### src/rtl/hier_icache_bank_ctrl_responder_if.sv
// ---------------------------------------------------------------------------
// hier_icache_bank_ctrl_responder_if
//
// Purpose:
//   Groups the control-bus handshake, the bank status input and the
//   tag-array invalidate write port of one shared L1.5 icache bank responder.
//
// Parameters:
//   NB_WAYS : ways per set, width of the way-enable mask
//   NB_SETS : sets per bank (power of 2)
//
// Signals (direction as seen by the responder, i.e. the slave modport):
//   ctrl_req_enable_i  / ctrl_ack_enable_o   enable request / ack pulse
//   ctrl_req_disable_i / ctrl_ack_disable_o  disable request / ack pulse
//   ctrl_flush_req_i   / ctrl_flush_ack_o    full-flush request / ack pulse
//   sel_flush_req_i    / sel_flush_ack_o     selective-flush request / ack pulse
//   sel_flush_addr_i                         selective-flush address
//   bank_idle_i                              bank fetch pipeline drained
//   fetch_hold_o                             block new fetch lookups
//   cache_enabled_o                          1 = cached, 0 = bypass
//   tag_inv_req_o / tag_inv_set_o /
//   tag_inv_way_be_o / tag_inv_gnt_i         tag invalidate write port
// ---------------------------------------------------------------------------
interface hier_icache_bank_ctrl_responder_if #(
    parameter int NB_WAYS = 4,
    parameter int NB_SETS = 32
);
    localparam int SET_ID_WIDTH = $clog2(NB_SETS);

    logic                    ctrl_req_enable_i;
    logic                    ctrl_ack_enable_o;
    logic                    ctrl_req_disable_i;
    logic                    ctrl_ack_disable_o;
    logic                    ctrl_flush_req_i;
    logic                    ctrl_flush_ack_o;
    logic                    sel_flush_req_i;
    logic                    sel_flush_ack_o;
    logic [31:0]             sel_flush_addr_i;
    logic                    bank_idle_i;
    logic                    fetch_hold_o;
    logic                    cache_enabled_o;
    logic                    tag_inv_req_o;
    logic [SET_ID_WIDTH-1:0] tag_inv_set_o;
    logic [NB_WAYS-1:0]      tag_inv_way_be_o;
    logic                    tag_inv_gnt_i;

    // Responder side.
    modport slave (
        input  ctrl_req_enable_i,
        input  ctrl_req_disable_i,
        input  ctrl_flush_req_i,
        input  sel_flush_req_i,
        input  sel_flush_addr_i,
        input  bank_idle_i,
        input  tag_inv_gnt_i,
        output ctrl_ack_enable_o,
        output ctrl_ack_disable_o,
        output ctrl_flush_ack_o,
        output sel_flush_ack_o,
        output fetch_hold_o,
        output cache_enabled_o,
        output tag_inv_req_o,
        output tag_inv_set_o,
        output tag_inv_way_be_o
    );

    // Control unit / bank / tag array side.
    modport master (
        output ctrl_req_enable_i,
        output ctrl_req_disable_i,
        output ctrl_flush_req_i,
        output sel_flush_req_i,
        output sel_flush_addr_i,
        output bank_idle_i,
        output tag_inv_gnt_i,
        input  ctrl_ack_enable_o,
        input  ctrl_ack_disable_o,
        input  ctrl_flush_ack_o,
        input  sel_flush_ack_o,
        input  fetch_hold_o,
        input  cache_enabled_o,
        input  tag_inv_req_o,
        input  tag_inv_set_o,
        input  tag_inv_way_be_o
    );
endinterface

### src/rtl/hier_icache_bank_ctrl_responder.sv
// ---------------------------------------------------------------------------
// hier_icache_bank_ctrl_responder
//
// Purpose:
//   Per-bank responder for the shared-icache control bus. Serves enable,
//   disable, full-flush and selective-flush requests: holds fetch, waits for
//   the bank pipeline to drain, invalidates tag sets through the tag-array
//   write port and answers each request with a one-cycle ack pulse.
//
// Parameters:
//   NB_WAYS     : ways per set (width of the way-enable mask)
//   NB_SETS     : sets per bank, power of 2
//   LINE_OFFSET : byte-offset bits of a line; set = addr[LINE_OFFSET +: log2(NB_SETS)]
//
// Ports:
//   clk_i   : clock
//   rst_ni  : asynchronous active-low reset
//   bus     : hier_icache_bank_ctrl_responder_if.slave (requests/acks, bank
//             idle, fetch hold, cache enable, tag invalidate port)
// ---------------------------------------------------------------------------
module hier_icache_bank_ctrl_responder #(
    parameter int NB_WAYS     = 4,
    parameter int NB_SETS     = 32,
    parameter int LINE_OFFSET = 4
) (
    input  logic                                  clk_i,
    input  logic                                  rst_ni,
    hier_icache_bank_ctrl_responder_if.slave      bus
);

    localparam int SET_ID_WIDTH = $clog2(NB_SETS);
    localparam logic [SET_ID_WIDTH-1:0] LAST_SET = SET_ID_WIDTH'(NB_SETS - 1);

    typedef enum logic [2:0] {
        ST_IDLE,
        ST_WAIT_IDLE,
        ST_WALK,
        ST_SEL_INV,
        ST_ACK
    } state_t;

    // Encoding doubles as the bit position of the matching ack output.
    typedef enum logic [1:0] {
        OP_ENABLE    = 2'd0,
        OP_DISABLE   = 2'd1,
        OP_FLUSH     = 2'd2,
        OP_SEL_FLUSH = 2'd3
    } op_t;

    state_t                  r_state;
    op_t                     r_op;
    logic                    r_enabled;
    logic                    r_hold;
    logic                    r_tagReq;
    logic [SET_ID_WIDTH-1:0] r_tagSet;
    logic [SET_ID_WIDTH-1:0] r_selSet;
    logic [3:0]              r_ack;

    logic                    w_reqValid;
    op_t                     w_reqOp;
    logic                    w_trivial;
    logic [SET_ID_WIDTH-1:0] w_addrSet;
    logic                    w_unused_addr;

    // One-hot ack vector {sel, flush, disable, enable} for an operation.
    function automatic logic [3:0] ackOneHot(input op_t op);
        return 4'b0001 << op;
    endfunction

    // Cache-enable value after an operation completes; flushes keep it.
    function automatic logic nextEnabled(input op_t op, input logic cur);
        case (op)
            OP_ENABLE:  return 1'b1;
            OP_DISABLE: return 1'b0;
            default:    return cur;
        endcase
    endfunction

    // Fixed-priority pick among pending requests. A request is trivial when
    // it would not change anything: enabling an enabled bank, disabling a
    // disabled one, or flushing while disabled (the array is invalidated on
    // every enable, so its contents are already dead).
    always_comb begin
        w_reqValid = bus.ctrl_flush_req_i | bus.sel_flush_req_i |
                     bus.ctrl_req_disable_i | bus.ctrl_req_enable_i;
        w_reqOp = OP_ENABLE;
        if (bus.ctrl_flush_req_i) begin
            w_reqOp = OP_FLUSH;
        end else if (bus.sel_flush_req_i) begin
            w_reqOp = OP_SEL_FLUSH;
        end else if (bus.ctrl_req_disable_i) begin
            w_reqOp = OP_DISABLE;
        end
        w_trivial = (w_reqOp == OP_ENABLE) ? r_enabled : ~r_enabled;
    end

    assign w_addrSet     = bus.sel_flush_addr_i[LINE_OFFSET +: SET_ID_WIDTH];
    assign w_unused_addr = ^bus.sel_flush_addr_i;

    // Control FSM; every output is a register written here.
    always_ff @(posedge clk_i or negedge rst_ni) begin
        if (!rst_ni) begin
            r_state   <= ST_IDLE;
            r_op      <= OP_ENABLE;
            r_enabled <= 1'b0;
            r_hold    <= 1'b0;
            r_tagReq  <= 1'b0;
            r_tagSet  <= '0;
            r_selSet  <= '0;
            r_ack     <= 4'b0000;
        end else begin
            r_ack <= 4'b0000;
            case (r_state)
                ST_IDLE: begin
                    if (w_reqValid) begin
                        r_op   <= w_reqOp;
                        r_hold <= 1'b1;
                        if (w_trivial) begin
                            r_state   <= ST_ACK;
                            r_ack     <= ackOneHot(w_reqOp);
                            r_enabled <= nextEnabled(w_reqOp, r_enabled);
                        end else begin
                            r_state <= ST_WAIT_IDLE;
                            if (w_reqOp == OP_SEL_FLUSH) begin
                                r_selSet <= w_addrSet;
                            end
                        end
                    end
                end

                ST_WAIT_IDLE: begin
                    if (bus.bank_idle_i) begin
                        case (r_op)
                            OP_DISABLE: begin
                                r_state   <= ST_ACK;
                                r_ack     <= ackOneHot(r_op);
                                r_enabled <= 1'b0;
                            end
                            OP_SEL_FLUSH: begin
                                r_state  <= ST_SEL_INV;
                                r_tagReq <= 1'b1;
                                r_tagSet <= r_selSet;
                            end
                            default: begin
                                r_state  <= ST_WALK;
                                r_tagReq <= 1'b1;
                                r_tagSet <= '0;
                            end
                        endcase
                    end
                end

                // The set register is the walk counter; NB_SETS is a power
                // of 2 so the increment after the last set wraps to 0.
                ST_WALK: begin
                    if (bus.tag_inv_gnt_i) begin
                        r_tagSet <= r_tagSet + 1'b1;
                        if (r_tagSet == LAST_SET) begin
                            r_state   <= ST_ACK;
                            r_tagReq  <= 1'b0;
                            r_ack     <= ackOneHot(r_op);
                            r_enabled <= nextEnabled(r_op, r_enabled);
                        end
                    end
                end

                ST_SEL_INV: begin
                    if (bus.tag_inv_gnt_i) begin
                        r_state  <= ST_ACK;
                        r_tagReq <= 1'b0;
                        r_tagSet <= '0;
                        r_ack    <= ackOneHot(r_op);
                    end
                end

                ST_ACK: begin
                    r_state <= ST_IDLE;
                    r_hold  <= 1'b0;
                end

                default: begin
                    r_state  <= ST_IDLE;
                    r_hold   <= 1'b0;
                    r_tagReq <= 1'b0;
                    r_tagSet <= '0;
                end
            endcase
        end
    end

    assign bus.ctrl_ack_enable_o  = r_ack[0];
    assign bus.ctrl_ack_disable_o = r_ack[1];
    assign bus.ctrl_flush_ack_o   = r_ack[2];
    assign bus.sel_flush_ack_o    = r_ack[3];
    assign bus.fetch_hold_o       = r_hold;
    assign bus.cache_enabled_o    = r_enabled;
    assign bus.tag_inv_req_o      = r_tagReq;
    assign bus.tag_inv_set_o      = r_tagSet;
    assign bus.tag_inv_way_be_o   = '1;

endmodule

### src/flat_wrapper.sv
// flat-port wrapper written by rule: the top's interface ports become plain ports
module hier_icache_bank_ctrl_responder_flat 
#(
    parameter int NB_WAYS     = 4,
    parameter int NB_SETS     = 32,
    parameter int LINE_OFFSET = 4
)
  (clk_i, rst_ni, bus_ctrl_req_enable_i, bus_ctrl_req_disable_i, bus_ctrl_flush_req_i, bus_sel_flush_req_i, bus_sel_flush_addr_i, bus_bank_idle_i, bus_tag_inv_gnt_i, bus_ctrl_ack_enable_o, bus_ctrl_ack_disable_o, bus_ctrl_flush_ack_o, bus_sel_flush_ack_o, bus_fetch_hold_o, bus_cache_enabled_o, bus_tag_inv_req_o, bus_tag_inv_set_o, bus_tag_inv_way_be_o);
  hier_icache_bank_ctrl_responder_if #(.NB_WAYS(NB_WAYS), .NB_SETS(NB_SETS)) bus_i ();
  input  logic clk_i;
  input  logic rst_ni;
  input wire logic [$bits(bus_i.ctrl_req_enable_i)-1:0] bus_ctrl_req_enable_i;
  input wire logic [$bits(bus_i.ctrl_req_disable_i)-1:0] bus_ctrl_req_disable_i;
  input wire logic [$bits(bus_i.ctrl_flush_req_i)-1:0] bus_ctrl_flush_req_i;
  input wire logic [$bits(bus_i.sel_flush_req_i)-1:0] bus_sel_flush_req_i;
  input wire logic [$bits(bus_i.sel_flush_addr_i)-1:0] bus_sel_flush_addr_i;
  input wire logic [$bits(bus_i.bank_idle_i)-1:0] bus_bank_idle_i;
  input wire logic [$bits(bus_i.tag_inv_gnt_i)-1:0] bus_tag_inv_gnt_i;
  output wire logic [$bits(bus_i.ctrl_ack_enable_o)-1:0] bus_ctrl_ack_enable_o;
  output wire logic [$bits(bus_i.ctrl_ack_disable_o)-1:0] bus_ctrl_ack_disable_o;
  output wire logic [$bits(bus_i.ctrl_flush_ack_o)-1:0] bus_ctrl_flush_ack_o;
  output wire logic [$bits(bus_i.sel_flush_ack_o)-1:0] bus_sel_flush_ack_o;
  output wire logic [$bits(bus_i.fetch_hold_o)-1:0] bus_fetch_hold_o;
  output wire logic [$bits(bus_i.cache_enabled_o)-1:0] bus_cache_enabled_o;
  output wire logic [$bits(bus_i.tag_inv_req_o)-1:0] bus_tag_inv_req_o;
  output wire logic [$bits(bus_i.tag_inv_set_o)-1:0] bus_tag_inv_set_o;
  output wire logic [$bits(bus_i.tag_inv_way_be_o)-1:0] bus_tag_inv_way_be_o;
  assign bus_i.ctrl_req_enable_i = bus_ctrl_req_enable_i;
  assign bus_i.ctrl_req_disable_i = bus_ctrl_req_disable_i;
  assign bus_i.ctrl_flush_req_i = bus_ctrl_flush_req_i;
  assign bus_i.sel_flush_req_i = bus_sel_flush_req_i;
  assign bus_i.sel_flush_addr_i = bus_sel_flush_addr_i;
  assign bus_i.bank_idle_i = bus_bank_idle_i;
  assign bus_i.tag_inv_gnt_i = bus_tag_inv_gnt_i;
  assign bus_ctrl_ack_enable_o = bus_i.ctrl_ack_enable_o;
  assign bus_ctrl_ack_disable_o = bus_i.ctrl_ack_disable_o;
  assign bus_ctrl_flush_ack_o = bus_i.ctrl_flush_ack_o;
  assign bus_sel_flush_ack_o = bus_i.sel_flush_ack_o;
  assign bus_fetch_hold_o = bus_i.fetch_hold_o;
  assign bus_cache_enabled_o = bus_i.cache_enabled_o;
  assign bus_tag_inv_req_o = bus_i.tag_inv_req_o;
  assign bus_tag_inv_set_o = bus_i.tag_inv_set_o;
  assign bus_tag_inv_way_be_o = bus_i.tag_inv_way_be_o;
  hier_icache_bank_ctrl_responder #(.NB_WAYS(NB_WAYS), .NB_SETS(NB_SETS), .LINE_OFFSET(LINE_OFFSET)) u_core (.clk_i(clk_i), .rst_ni(rst_ni), .bus(bus_i));
endmodule
### config.mk
export PLATFORM = sky130hd
export DESIGN_NAME = hier_icache_bank_ctrl_responder_flat
export DESIGN_NICKNAME = d
export VERILOG_FILES = /design/src/rtl/hier_icache_bank_ctrl_responder_if.sv /design/src/rtl/hier_icache_bank_ctrl_responder.sv /design/src/flat_wrapper.sv
export SDC_FILE = /design/constraint.sdc
export NUM_CORES = 1
export LEC_CHECK = 0
export ABC_AREA = 1
export CAP_MARGIN = 20
export CORE_MARGIN = 5
export CORE_UTILIZATION = 38
export DETAILED_ROUTE_END_ITERATION = 16
export HOLD_SLACK_MARGIN = 0.03
export PLACE_DENSITY = 0.76
export SLEW_MARGIN = 10
export SYNTH_ARGS = -nofsm -noshare
export SYNTH_HDL_FRONTEND = slang
export SYNTH_SLANG_ARGS = --single-unit
### constraint.sdc
create_clock -name clk_i -period 1.54 [get_ports clk_i]
set_input_delay 0.462 -clock clk_i [delete_from_list [all_inputs] [get_ports clk_i]]
set_output_delay 0.462 -clock clk_i [all_outputs]
set_load 0.1 [all_outputs]
==> impl_metrics.env <==
export IMPL_ys_seq_area_frac=0.4264
export IMPL_holdWs_ns=0.4492
export IMPL_core_area_um2=3311
export IMPL_yosys_area_top_type="dfrtp_1"
export IMPL_antenna_left=0
export IMPL_place_ws_ns=-0.5390
export IMPL_htreeDepth=1
export IMPL_syn_to_final_growth_pct=55.43
export IMPL_io_buffers=24
export IMPL_finalSetupTns_ns=-0.1647
export IMPL_synthTopCellsByArea="dfrtp_1, nand2_1, inv_1, nand3_1, o21ai_0"
export IMPL_synthSimpleGateAreaFrac=0.3207
export IMPL_pin_count=56
export IMPL_criticalPathCategory="reg -> out"
export IMPL_async_flop_share=1.000
export IMPL_r2r_slack_ns=-0.03
export IMPL_arrival_ns=1.14
export IMPL_drv_cap=0
export IMPL_violations="negative setup slack"
export IMPL_cp_startpoint="u_core.bus.tag_inv_set_o[1]$_DFFE_PN0P_"
export IMPL_fin_crit_sh=1.043
export IMPL_synth_top_family_by_area="simple AND/OR/NAND/NOR gates"
export IMPL_nets=259
export IMPL_grt_usage=0.1562
export IMPL_r2r_start="u_core.bus.tag_inv_set_o[0]$_DFFE_PN0P_"
export IMPL_synth_compound_area_frac=0.1221
export IMPL_row_count=21
export IMPL_synthMostInstantiatedCell="nand2_1"
export IMPL_num_antenna_cells=0
export IMPL_status="finished, violations left"
export IMPL_grt_pass1_vias=1247
export IMPL_startpoint_type="register"
export IMPL_wl_per_cell_um=12.55
export IMPL_synth_edf_count=0
export IMPL_max_freq_mhz=622.5
export IMPL_start_util=0.3900
export IMPL_drtIter0Drc=86
export IMPL_use_met1=0.1880
export IMPL_synthCells=164
export IMPL_worstPathRequired_ns=1.08
export IMPL_top_usage_layer="met2"
export IMPL_clockBufferDepth=2
export IMPL_grt_pass1_wl_um=5444
export IMPL_clk_pin_slew_worst_paths_ns=0.14
export IMPL_netlist_area_um2=1291
export IMPL_synth_xor_area_share=0.006783
export IMPL_worst_path_max_fanout=2
export IMPL_finClkSkew_ns=0.01009
export IMPL_synth_area_per_cell_um2=7.873
export IMPL_yosysWarnings=0
export IMPL_clkLatencyLatePin_ns=0.34
export IMPL_antenna_found_initial=0
export IMPL_finalSetupViolations=4
export IMPL_cp_end_kind="output pin"
export IMPL_rsz0062_at_grt="yes"
export IMPL_synth_top_cell_area_share=0.4264
export IMPL_netlist_top_cells_count="nand2_1, dfrtp_1, inv_1, nand3_1, o21ai_0"
export IMPL_finalHoldViolCount=0
export IMPL_synth_adder_area_share=0.02907
export IMPL_num_vias=1247
export IMPL_p_per_area_nw_per_um2=2017
export IMPL_drive_above_1_share=0.3628
export IMPL_grt_max_degree=23
export IMPL_hpwl_um=2436
export IMPL_drt_wl_total_um=3275
export IMPL_cts_root_buf="clkbuf_4"
export IMPL_die_w_um=68.29
export IMPL_grt_use_met3=0.02135
export IMPL_clock_sinks=22
export IMPL_crit_path_end="bus_tag_inv_set_o[1]"
export IMPL_ctsHoldBuffers=0
export IMPL_ir_drop_uv=896.5
export IMPL_grt_ovfl_total=0
export IMPL_drc=0
export IMPL_viasPerCell=4.778
export IMPL_reg2regPathDepth=11
export IMPL_layout_min_cycle_time_ns=1.606
export IMPL_cts_tree="built"
export IMPL_muxShareOfSynthArea=0
export IMPL_ys_flop_type="dfrtp_1"
export IMPL_dr_pass1_iters=4
export IMPL_routabilityCongestion=0.8779
export IMPL_fin_ws_ns=-0.06636
export IMPL_p_leak_uw=0.0009708
export IMPL_slew_violations=0
export IMPL_die_area_um2=4664
export IMPL_r2r_end="u_core.r_state[1]$_DFFE_PN0P_"
export IMPL_use_met2=0.2527
export IMPL_cts_inserted_buffers=3
export IMPL_synth_cell_types=28
export IMPL_synth_seq_cells=22
export IMPL_die_h_um=68.29
export IMPL_hold_class="in -> async"
-- cell type report --
type / instances / area (µm²)
clock inverters: 1 / 30.03
clock buffers: 3 / 22.52
well taps: 46 / 57.56
fillers: 279 / 1304
inverters: 23 / 88.84
flip-flops and latches: 22 / 565.5
multi-input cells: 118 / 681.9
repair buffers: 48 / 560.5
-- through the flow --
stage,instance area (µm²),std cells,power (µW),util
after floorplan,1330,167,2537,-
final,2007,261,4048,0.6062
after detailed placement,1838,249,3331,0.5552
after CTS,1936,256,3872,0.5847
after global placement,1838,249,3283,0.5552
after global routing,2007,261,4309,0.6062
-- timing repair --
item	4_1_cts	5_1_grt
buffers inserted	4	5
gates resized for setup	10	10
endpoints found under the setup margin	14	10
pin swaps	4	9
-- power by group --
| group | switching [µW] | internal (µW) | leakage, µW |
|---|---|---|---|
| clock network | 204 | 264 | 0.0000279 |
| registers | 219 | 804 | 0.000275 |
| logic | 1610 | 950 | 0.000668 |
-- cells by family after synthesis --
family / after synthesis
AOI/OAI and AO/OA: 27
xor gates and xnor gates: 1
adders and majority gates: 3
buffers and inverters: 27
DFF: 22
other: 1
and+or+nand+nor: 83
-- critical path, cell delays in order, from the launching register on --
cell and delay [ns]:
dfrtp_4 0.52, buf_6 0.13, buf_12 0.15
-- state kept, by name (all words and copies together), names as in the netlist --
| register | count |
|---|---|
| u_core.r_state | 3 |
| u_core.r_selSet | 5 |
| u_core.r_ack | 4 |
| u_core.bus.tag_inv_set_o | 5 |
| u_core.r_op | 2 |
| u_core.bus.fetch_hold_o | 1 |
| u_core.bus.tag_inv_req_o | 1 |
| u_core.bus.cache_enabled_o | 1 |
-- cell usage in the layout (no fill, tap or decap), types with 4 or more instances in the layout --
cell type / instances
conb_1: 4
o21ai_1: 8
inv_1: 18
o21ai_0: 7
nor2_2: 6
nor2_1: 5
buf_4: 20
inv_2: 4
buf_12: 13
clkdlybuf4s50_1: 9
dfrtp_1: 16
nand2_1: 41
nand2_2: 6
nor2_4: 6
nand3_1: 12
-- per-layer routing --
metal  share of wire  up-vias
li1                -      622
met5               0        -
met4           0.041        0
met1            0.40      570
met3           0.053       11
met2            0.50       44
-- worst min path at each step --
stage / to / slack, ns / cells after the start / startpoint
6_report: u_core.r_state[0]$_DFFE_PN0P_ / 0.45 / 2 / rst_ni
5_1_grt: u_core.r_state[0]$_DFFE_PN0P_ / 0.48 / 2 / rst_ni
4_1_cts: u_core.bus.tag_inv_set_o[3]$_DFFE_PN0P_ / 0.47 / 2 / rst_ni
3_5_place_dp: u_core.r_selSet[1]$_DFFE_PN0P_ / 0.51 / 2 / u_core.r_selSet[1]$_DFFE_PN0P_
3_3_place_gp: u_core.r_selSet[3]$_DFFE_PN0P_ / 0.50 / 2 / u_core.r_selSet[3]$_DFFE_PN0P_
2_1_floorplan: u_core.bus.cache_enabled_o$_DFFE_PN0P_ / 0.17 / 0 / rst_ni
(Power assumes the default switching activity.)
